<file path="src/rtl/saturn_nibble_alu.sv">
// saturn_nibble_alu: nibble-serial field ALU with NREGS working registers of
// NIBBLES nibbles. It runs one op over field [start..last], one nibble per clock.
// Ports: i_clk/i_reset_n (async low), i_start/i_op/i_dest/i_src1/i_src2,
//   i_src2_imm/i_imm, i_field_start/i_field_last and i_dec are the op request.
//   o_busy/o_done/o_carry give status. i_rd_sel/o_rd_data form the debug read port.
// Optional: define SATURN_ALU_BCD_EN to build BCD correction (i_dec honoured).
module saturn_nibble_alu #(
    parameter int NIBBLES = 16,
    parameter int FLD_W   = 4,
    parameter int NREGS   = 4,
    parameter int SEL_W   = 2
) (
    input  logic                 i_clk,
    input  logic                 i_reset_n,
    input  logic                 i_start,
    input  logic [3:0]           i_op,
    input  logic [SEL_W-1:0]     i_dest,
    input  logic [SEL_W-1:0]     i_src1,
    input  logic [SEL_W-1:0]     i_src2,
    input  logic                 i_src2_imm,
    input  logic [3:0]           i_imm,
    input  logic [FLD_W-1:0]     i_field_start,
    input  logic [FLD_W-1:0]     i_field_last,
    input  logic                 i_dec,
    output logic                 o_busy,
    output logic                 o_done,
    output logic                 o_carry,
    input  logic [SEL_W-1:0]     i_rd_sel,
    output logic [4*NIBBLES-1:0] o_rd_data
);

    typedef enum logic [1:0] {
        S_IDLE,
        S_RUN,
        S_DONE
    } state_t;

    localparam logic [3:0] OP_ZERO = 4'd0;
    localparam logic [3:0] OP_COPY = 4'd1;
    localparam logic [3:0] OP_EXCH = 4'd2;
    localparam logic [3:0] OP_ADD  = 4'd3;
    localparam logic [3:0] OP_SUB  = 4'd4;
    localparam logic [3:0] OP_INC  = 4'd5;
    localparam logic [3:0] OP_DEC  = 4'd6;
    localparam logic [3:0] OP_NEG  = 4'd7;
    localparam logic [3:0] OP_AND  = 4'd8;
    localparam logic [3:0] OP_OR   = 4'd9;

    state_t               state;
    logic [3:0]           op_q;
    logic [3:0]           imm_q;
    logic                 imm_sel_q;
    logic [SEL_W-1:0]     dest_q;
    logic [SEL_W-1:0]     src1_q;
    logic [SEL_W-1:0]     src2_q;
    logic [FLD_W-1:0]     idx;
    logic [FLD_W-1:0]     last_q;
    logic                 c_q;
    logic [4*NIBBLES-1:0] regs [NREGS];

`ifdef SATURN_ALU_BCD_EN
    logic                 dec_q;
`else
    logic                 unused_dec;
    assign unused_dec = i_dec;
`endif

    logic [3:0] nib_a;
    logic [3:0] nib_b;
    logic [3:0] nib_d;
    logic [3:0] x;
    logic [3:0] y;
    logic [4:0] sum;
    logic [4:0] diff;
    logic [3:0] ar;
    logic       co;
    logic       sub;
    logic       arith;
    logic       wr;
    logic [3:0] res;

    assign o_rd_data = regs[i_rd_sel];

    // Operands come from live register state at the current nibble.
    assign nib_a = regs[src1_q][{idx, 2'b00} +: 4];
    assign nib_d = regs[dest_q][{idx, 2'b00} +: 4];
    assign nib_b = imm_sel_q ? imm_q : regs[src2_q][{idx, 2'b00} +: 4];

    always_comb begin
        x     = '0;
        y     = '0;
        sub   = 1'b0;
        arith = 1'b0;
        wr    = 1'b0;
        res   = '0;
        unique case (op_q)
            OP_ZERO: wr = 1'b1;
            OP_COPY: begin
                wr  = 1'b1;
                res = imm_sel_q ? imm_q : nib_a;
            end
            OP_EXCH: begin
                wr  = 1'b1;
                res = nib_a;
            end
            OP_ADD: begin
                arith = 1'b1;
                x     = nib_a;
                y     = nib_b;
            end
            OP_SUB: begin
                arith = 1'b1;
                sub   = 1'b1;
                x     = nib_a;
                y     = nib_b;
            end
            OP_INC: begin
                arith = 1'b1;
                x     = nib_a;
            end
            OP_DEC: begin
                arith = 1'b1;
                sub   = 1'b1;
                x     = nib_a;
            end
            OP_NEG: begin
                arith = 1'b1;
                sub   = 1'b1;
                y     = nib_a;
            end
            OP_AND: begin
                wr  = 1'b1;
                res = nib_a & nib_b;
            end
            OP_OR: begin
                wr  = 1'b1;
                res = nib_a | nib_b;
            end
            default: ;
        endcase

        sum  = {1'b0, x} + {1'b0, y} + {4'b0, c_q};
        // 5-bit two's complement: bit 4 is the borrow (range -16..15)
        diff = {1'b0, x} - {1'b0, y} - {4'b0, c_q};
        if (sub) begin
            co = diff[4];
            ar = diff[3:0];
`ifdef SATURN_ALU_BCD_EN
            if (dec_q && diff[4]) ar = diff[3:0] + 4'd10;
`endif
        end else begin
            co = sum[4];
            ar = sum[3:0];
`ifdef SATURN_ALU_BCD_EN
            if (dec_q) begin
                co = (sum > 5'd9);
                if (co) ar = sum[3:0] - 4'd10;
            end
`endif
        end

        if (arith) begin
            wr  = 1'b1;
            res = ar;
        end
    end

    always_ff @(posedge i_clk or negedge i_reset_n) begin
        if (!i_reset_n) begin
            state     <= S_IDLE;
            o_busy    <= 1'b0;
            o_done    <= 1'b0;
            o_carry   <= 1'b0;
            op_q      <= '0;
            imm_q     <= '0;
            imm_sel_q <= 1'b0;
            dest_q    <= '0;
            src1_q    <= '0;
            src2_q    <= '0;
            idx       <= '0;
            last_q    <= '0;
            c_q       <= 1'b0;
`ifdef SATURN_ALU_BCD_EN
            dec_q     <= 1'b0;
`endif
            for (int r = 0; r < NREGS; r++) regs[r] <= '0;
        end else begin
            unique case (state)
                S_IDLE: begin
                    o_done <= 1'b0;
                    if (i_start) begin
                        op_q      <= i_op;
                        imm_q     <= i_imm;
                        imm_sel_q <= i_src2_imm;
                        dest_q    <= i_dest;
                        src1_q    <= i_src1;
                        src2_q    <= i_src2;
                        idx       <= i_field_start;
                        last_q    <= i_field_last;
                        c_q       <= (i_op == OP_INC) || (i_op == OP_DEC);
`ifdef SATURN_ALU_BCD_EN
                        dec_q     <= i_dec;
`endif
                        o_busy    <= 1'b1;
                        state     <= S_RUN;
                    end
                end
                S_RUN: begin
                    if (wr) regs[dest_q][{idx, 2'b00} +: 4] <= res;
                    // Second half of the swap; with dest==src1 both writes agree.
                    if (op_q == OP_EXCH) regs[src1_q][{idx, 2'b00} +: 4] <= nib_d;
                    if (arith) c_q <= co;
                    idx <= idx + 1'b1;
                    if (idx == last_q) begin
                        o_done <= 1'b1;
                        if (arith) o_carry <= co;
                        state  <= S_DONE;
                    end
                end
                S_DONE: begin
                    o_done <= 1'b0;
                    o_busy <= 1'b0;
                    state  <= S_IDLE;
                end
                default: state <= S_IDLE;
            endcase
        end
    end

endmodule

</file>
<file path="config.mk">
export PLATFORM = sky130hd
export DESIGN_NAME = saturn_nibble_alu
export DESIGN_NICKNAME = d
export VERILOG_FILES = /design/src/rtl/saturn_nibble_alu.sv
export SDC_FILE = /design/constraint.sdc
export NUM_CORES = 1
export LEC_CHECK = 0
export CELL_PAD_IN_SITES_DETAIL_PLACEMENT = 0
export CELL_PAD_IN_SITES_GLOBAL_PLACEMENT = 2
export CORE_MARGIN = 2
export CORE_UTILIZATION = 45
export CTS_BUF_LIST = sky130_fd_sc_hd__clkbuf_16
export DETAILED_ROUTE_END_ITERATION = 10
export PLACE_DENSITY_LB_ADDON = 0.1
export REMOVE_ABC_BUFFERS = 1
export SLEW_MARGIN = 20
export SYNTH_ARGS = -nofsm -noshare
export SYNTH_HDL_FRONTEND = slang
export SYNTH_SLANG_ARGS = --single-unit
</file>
<file path="constraint.sdc">
create_clock -name i_clk -period 10.24 [get_ports i_clk]
set_clock_uncertainty 0.15 [all_clocks]
set_input_delay 2.048 -clock i_clk [delete_from_list [all_inputs] [get_ports i_clk]]
set_output_delay 2.048 -clock i_clk [all_outputs]
set_load 0.02 [all_outputs]
</file>
==> results.md <==
* CTS Root Cell: clkbuf_16
* Num ports at 96
* Initial cell density of the core at 0.4564
* Total iterations of the first detailed-routing run at 10
* Clock tree from TritonCTS: yes
* Placer Congestion at roughly 0.95
* Leakage power at roughly 9 nW
* Clock buffer depth at 3
* Top metal layer carrying routed signals: met5
* Critical path launch point type: flip-flop
* Failing checks: design-rule violations
* Max-cap violation count at 0
* H-Tree Depth at 2
* Total area of multi-input combinational cells at about 13000 µm²
* Portion of synthesized cell area occupied by the leading cell type at 0.3349
* Setup Total Neg Slack at 0 ns
* Pin count of the biggest net entering global routing at between 90 and 100
* Die Y-Extent at between 200 and 250 µm
* Gate count after technology mapping at between 1500 and 2000
* Slew of the pin with the lowest slew margin at roughly 1.3 ns
* Internal power consumption at 4.685 mW
* Placeable core region at roughly 47000 µm²
* Largest voltage drop on the vdd net at around 220 µV
* Worst Setup Path Type: reg2reg
* Post-synthesis instance area at ~21000 µm²
* Cts bufs inserted at 38
* Hold Path Class: reg2reg
* Yosys warning total at 0
* Global-route wire length before repair at ~130 mm
* Critical-path top delay cell: dfrtp_4
* Smallest hold slack at roughly 0.33 ns
* PortBufs at between 90 and 100
* Top cells by count, synth: 402 x nor2_1, 285 x dfrtp_1, 260 x mux4_2
* Share of the yosys chip area belonging to registers at 0.3349
* Net switching power of the design at roughly 5.3 mW
* Final cell count without fillers at 2606
* Final critical-path required period at about 7.0 ns
* Initial antenna violation count at 2
* Kind of end point of the critical path: flip-flop
* Hold_buf cts at 0
* Die footprint at about 49000 µm²
* Final Slew Violations at 0
* Global-route congestion overflow total at 0
* Most used standard cell by instance count after synthesis: nor2_1
* Final Cycle Share at 0.6859
* Final Hold Vio Count at 0
* Post-cts repair resize count at 0
* Fraction of layout cells with a size suffix above 1 at 0.2091
* Met3 Routed Length at ~11 mm
* Cell area after layout at 23550 µm²
* Worst skew pair latency at between 0.5 and 0.6 ns
* Wire length the detailed router placed on met1 at 34.91 mm
* Post-Synthesis Mean Instance Area at 10.74 µm²
* DP Cell Count at 2539
* Nets at 2014
* Worst slack at placement at around 3.3 ns
* Per-cell via count in the routed design at roughly 7.4
* Remaining max-slew budget at the tightest pin at 0.1431
* Clock sink count at approximately 290
* Buffering stage count on the worst path with inverters included at 2
* Standard-cell rows at 79
* Clock-pin slew on the worst setup and hold paths at approximately 0.050 ns
* WP data arrival at between 7 and 8 ns
* Routed wl met2 at around 40 mm
* Number of routed nets with antenna violations at 0
* Fill cell instance count of the final layout at approximately 4300
* Gate power share at 0.626
* Vias in the first global route at 18570
* Layout area overhead at 10.61%
* Post-synthesis sequential element count at 285
* Number of enable-type register cells in the synthesized netlist at 0
* Main synth FF type: dfrtp_1
* Worst setup slack after layout at around 3.2 ns
* Residual DRC at 4
* Share of synthesized registers carrying an async set or reset at 1.000
* Family with the most delay on the worst path: compound AO/OA/AOI/OAI gates
* Combined flip-flop and latch cell area at 7156 µm²
* Outcome: complete, but fails checks
* Main area contributors after synthesis: dfrtp_1 33%, mux4_2 28%, nor2_1 7.1%
* Cell accounting for the most synthesized area: dfrtp_1
* Delay of the slowest critical-path stage at 0.89 ns
* Routed via count at between 15000 and 20000
* Setup repair after global routing missed its margin: no
* Dpl hpwl at about 59 mm
* Final number of setup-violating endpoints at 0
* CP Data Required Time at between 10 and 15 ns
* Largest fanout on the critical path at 42
* Antenna Cells at 0
* DRC marker count from the first detailed-route iteration at just under 3000
* Die extent in x at between 200 and 250 µm
* Clock share of power at 0.127
* Global-route total usage across every layer at 0.3655
* Number of different library cells in the post-synthesis netlist at 70
* Post-CTS setup buffers at 0
* Drt wl/cell at roughly 35 µm
* Cell area after placement at around 22000 µm²
* Switching Share at 0.5312
* Routed WL at 90.43 mm
* Power Density at roughly 420 nW/µm²
* Critical-path cell list: buf_4 -> mux4_2 -> mux4_2 -> mux2_2 -> o22ai_1 -> a31oi_1 -> o21a_1 -> a31oi_1 -> nor2_1 -> fa_1 -> fa_1 -> nor2_1 -> a21oi_1 -> a22oi_1 -> o21ai_1 -> a21oi_4 -> buf_4 -> a221oi_1
* Share of total power in sequential cells at 0.247
* Timing-limited maximum frequency at roughly 140 MHz
## metrics by stage
step,util,power [mW]
6_report,0.5048,9.995
5_1_grt,0.5048,10.28
4_1_cts,0.5047,9.810
2_1_floorplan,-,5.905
3_5_place_dp,0.4802,8.513
3_3_place_gp,0.4801,8.458
## layout by cell type (no fill, tap or decap), drive strengths merged, types with 13 or more instances in the layout
master / instances
buf: 42
and2: 13
nor2: 406
nor2b: 18
clkdlybuf4s50: 91
inv: 28
a221oi: 173
mux4: 260
o21ai: 41
dfrtp: 285
o211ai: 15
nor3: 24
clkbuf: 39
nand2b: 15
a31oi: 27
nand2: 156
mux2i: 50
a21oi: 74
o22ai: 35
nand3: 24
o32ai: 18
a22oi: 38
clkinv: 15
## sequential cells by signal, summed over array words and instances, names as in the netlist
signal     cells
imm_sel_q      1
state          2
op_q           4
regs         256
o_carry        1
last_q         4
o_done         1
idx            4
src1_q         2
c_q            1
imm_q          4
o_busy         1
src2_q         2
dest_q         2
## cell type report
type / count / area share
Clock buffer: 39 / 0.04144
Clock inverter: 28 / 0.007065
Inverter: 17 / 0.002709
Multi-Input combinational cell: 1497 / 0.5604
Sequential cell: 285 / 0.3038
Tap cell: 607 / 0.03225
Timing Repair Buffer: 133 / 0.05238
## power groups by stage
stage / Clock, mW / Sequential (mW) / Combinational [mW]
floorplan: 0 / 2.30 / 3.60
finish: 1.27 / 2.47 / 6.26
CTS: 1.27 / 2.43 / 6.11
detailed placement: 0 / 2.45 / 6.07
global route: 1.32 / 2.54 / 6.43
global placement: 0 / 2.41 / 6.05
## logic make-up (layout without fill, tap and decap cells)
| family | after synthesis | after routing | synth area share |
|---|---|---|---|
| adders and majority gates | 13 | 13 | 0.009049 |
| xor gates and xnor gates | 12 | 12 | 0.004936 |
| and+or+nand+nor | 700 | 700 | 0.1391 |
| muxes | 318 | 318 | 0.3027 |
| AOI/OAI and AO/OA | 454 | 454 | 0.1606 |
| buffers and inverters | 200 | 217 | 0.04865 |
| DFF | 285 | 285 | 0.3349 |
## final timing paths
path                        endpoint  slack, ns       from  cells past startpoint
setup / recovery           regs[225]       3.22  src2_q[0]                     18
hold / removal                o_done       0.33     o_done                      1
setup reg to reg           regs[225]       3.22  src2_q[0]                     18
hold reg to reg               o_done       0.33     o_done                      1
max in group asynchronous  src2_q[0]       6.92  i_reset_n                      2
min in group asynchronous   regs[69]       1.37  i_reset_n                      1
## layer usage
layer	up-vias	global-route usage
li1	7777	-
met1	9927	0.5047
met2	1373	0.5504
met3	233	0.09329
met4	2	0.1567
met5	-	0
Note: power is estimated with default switching activity, not from simulation.
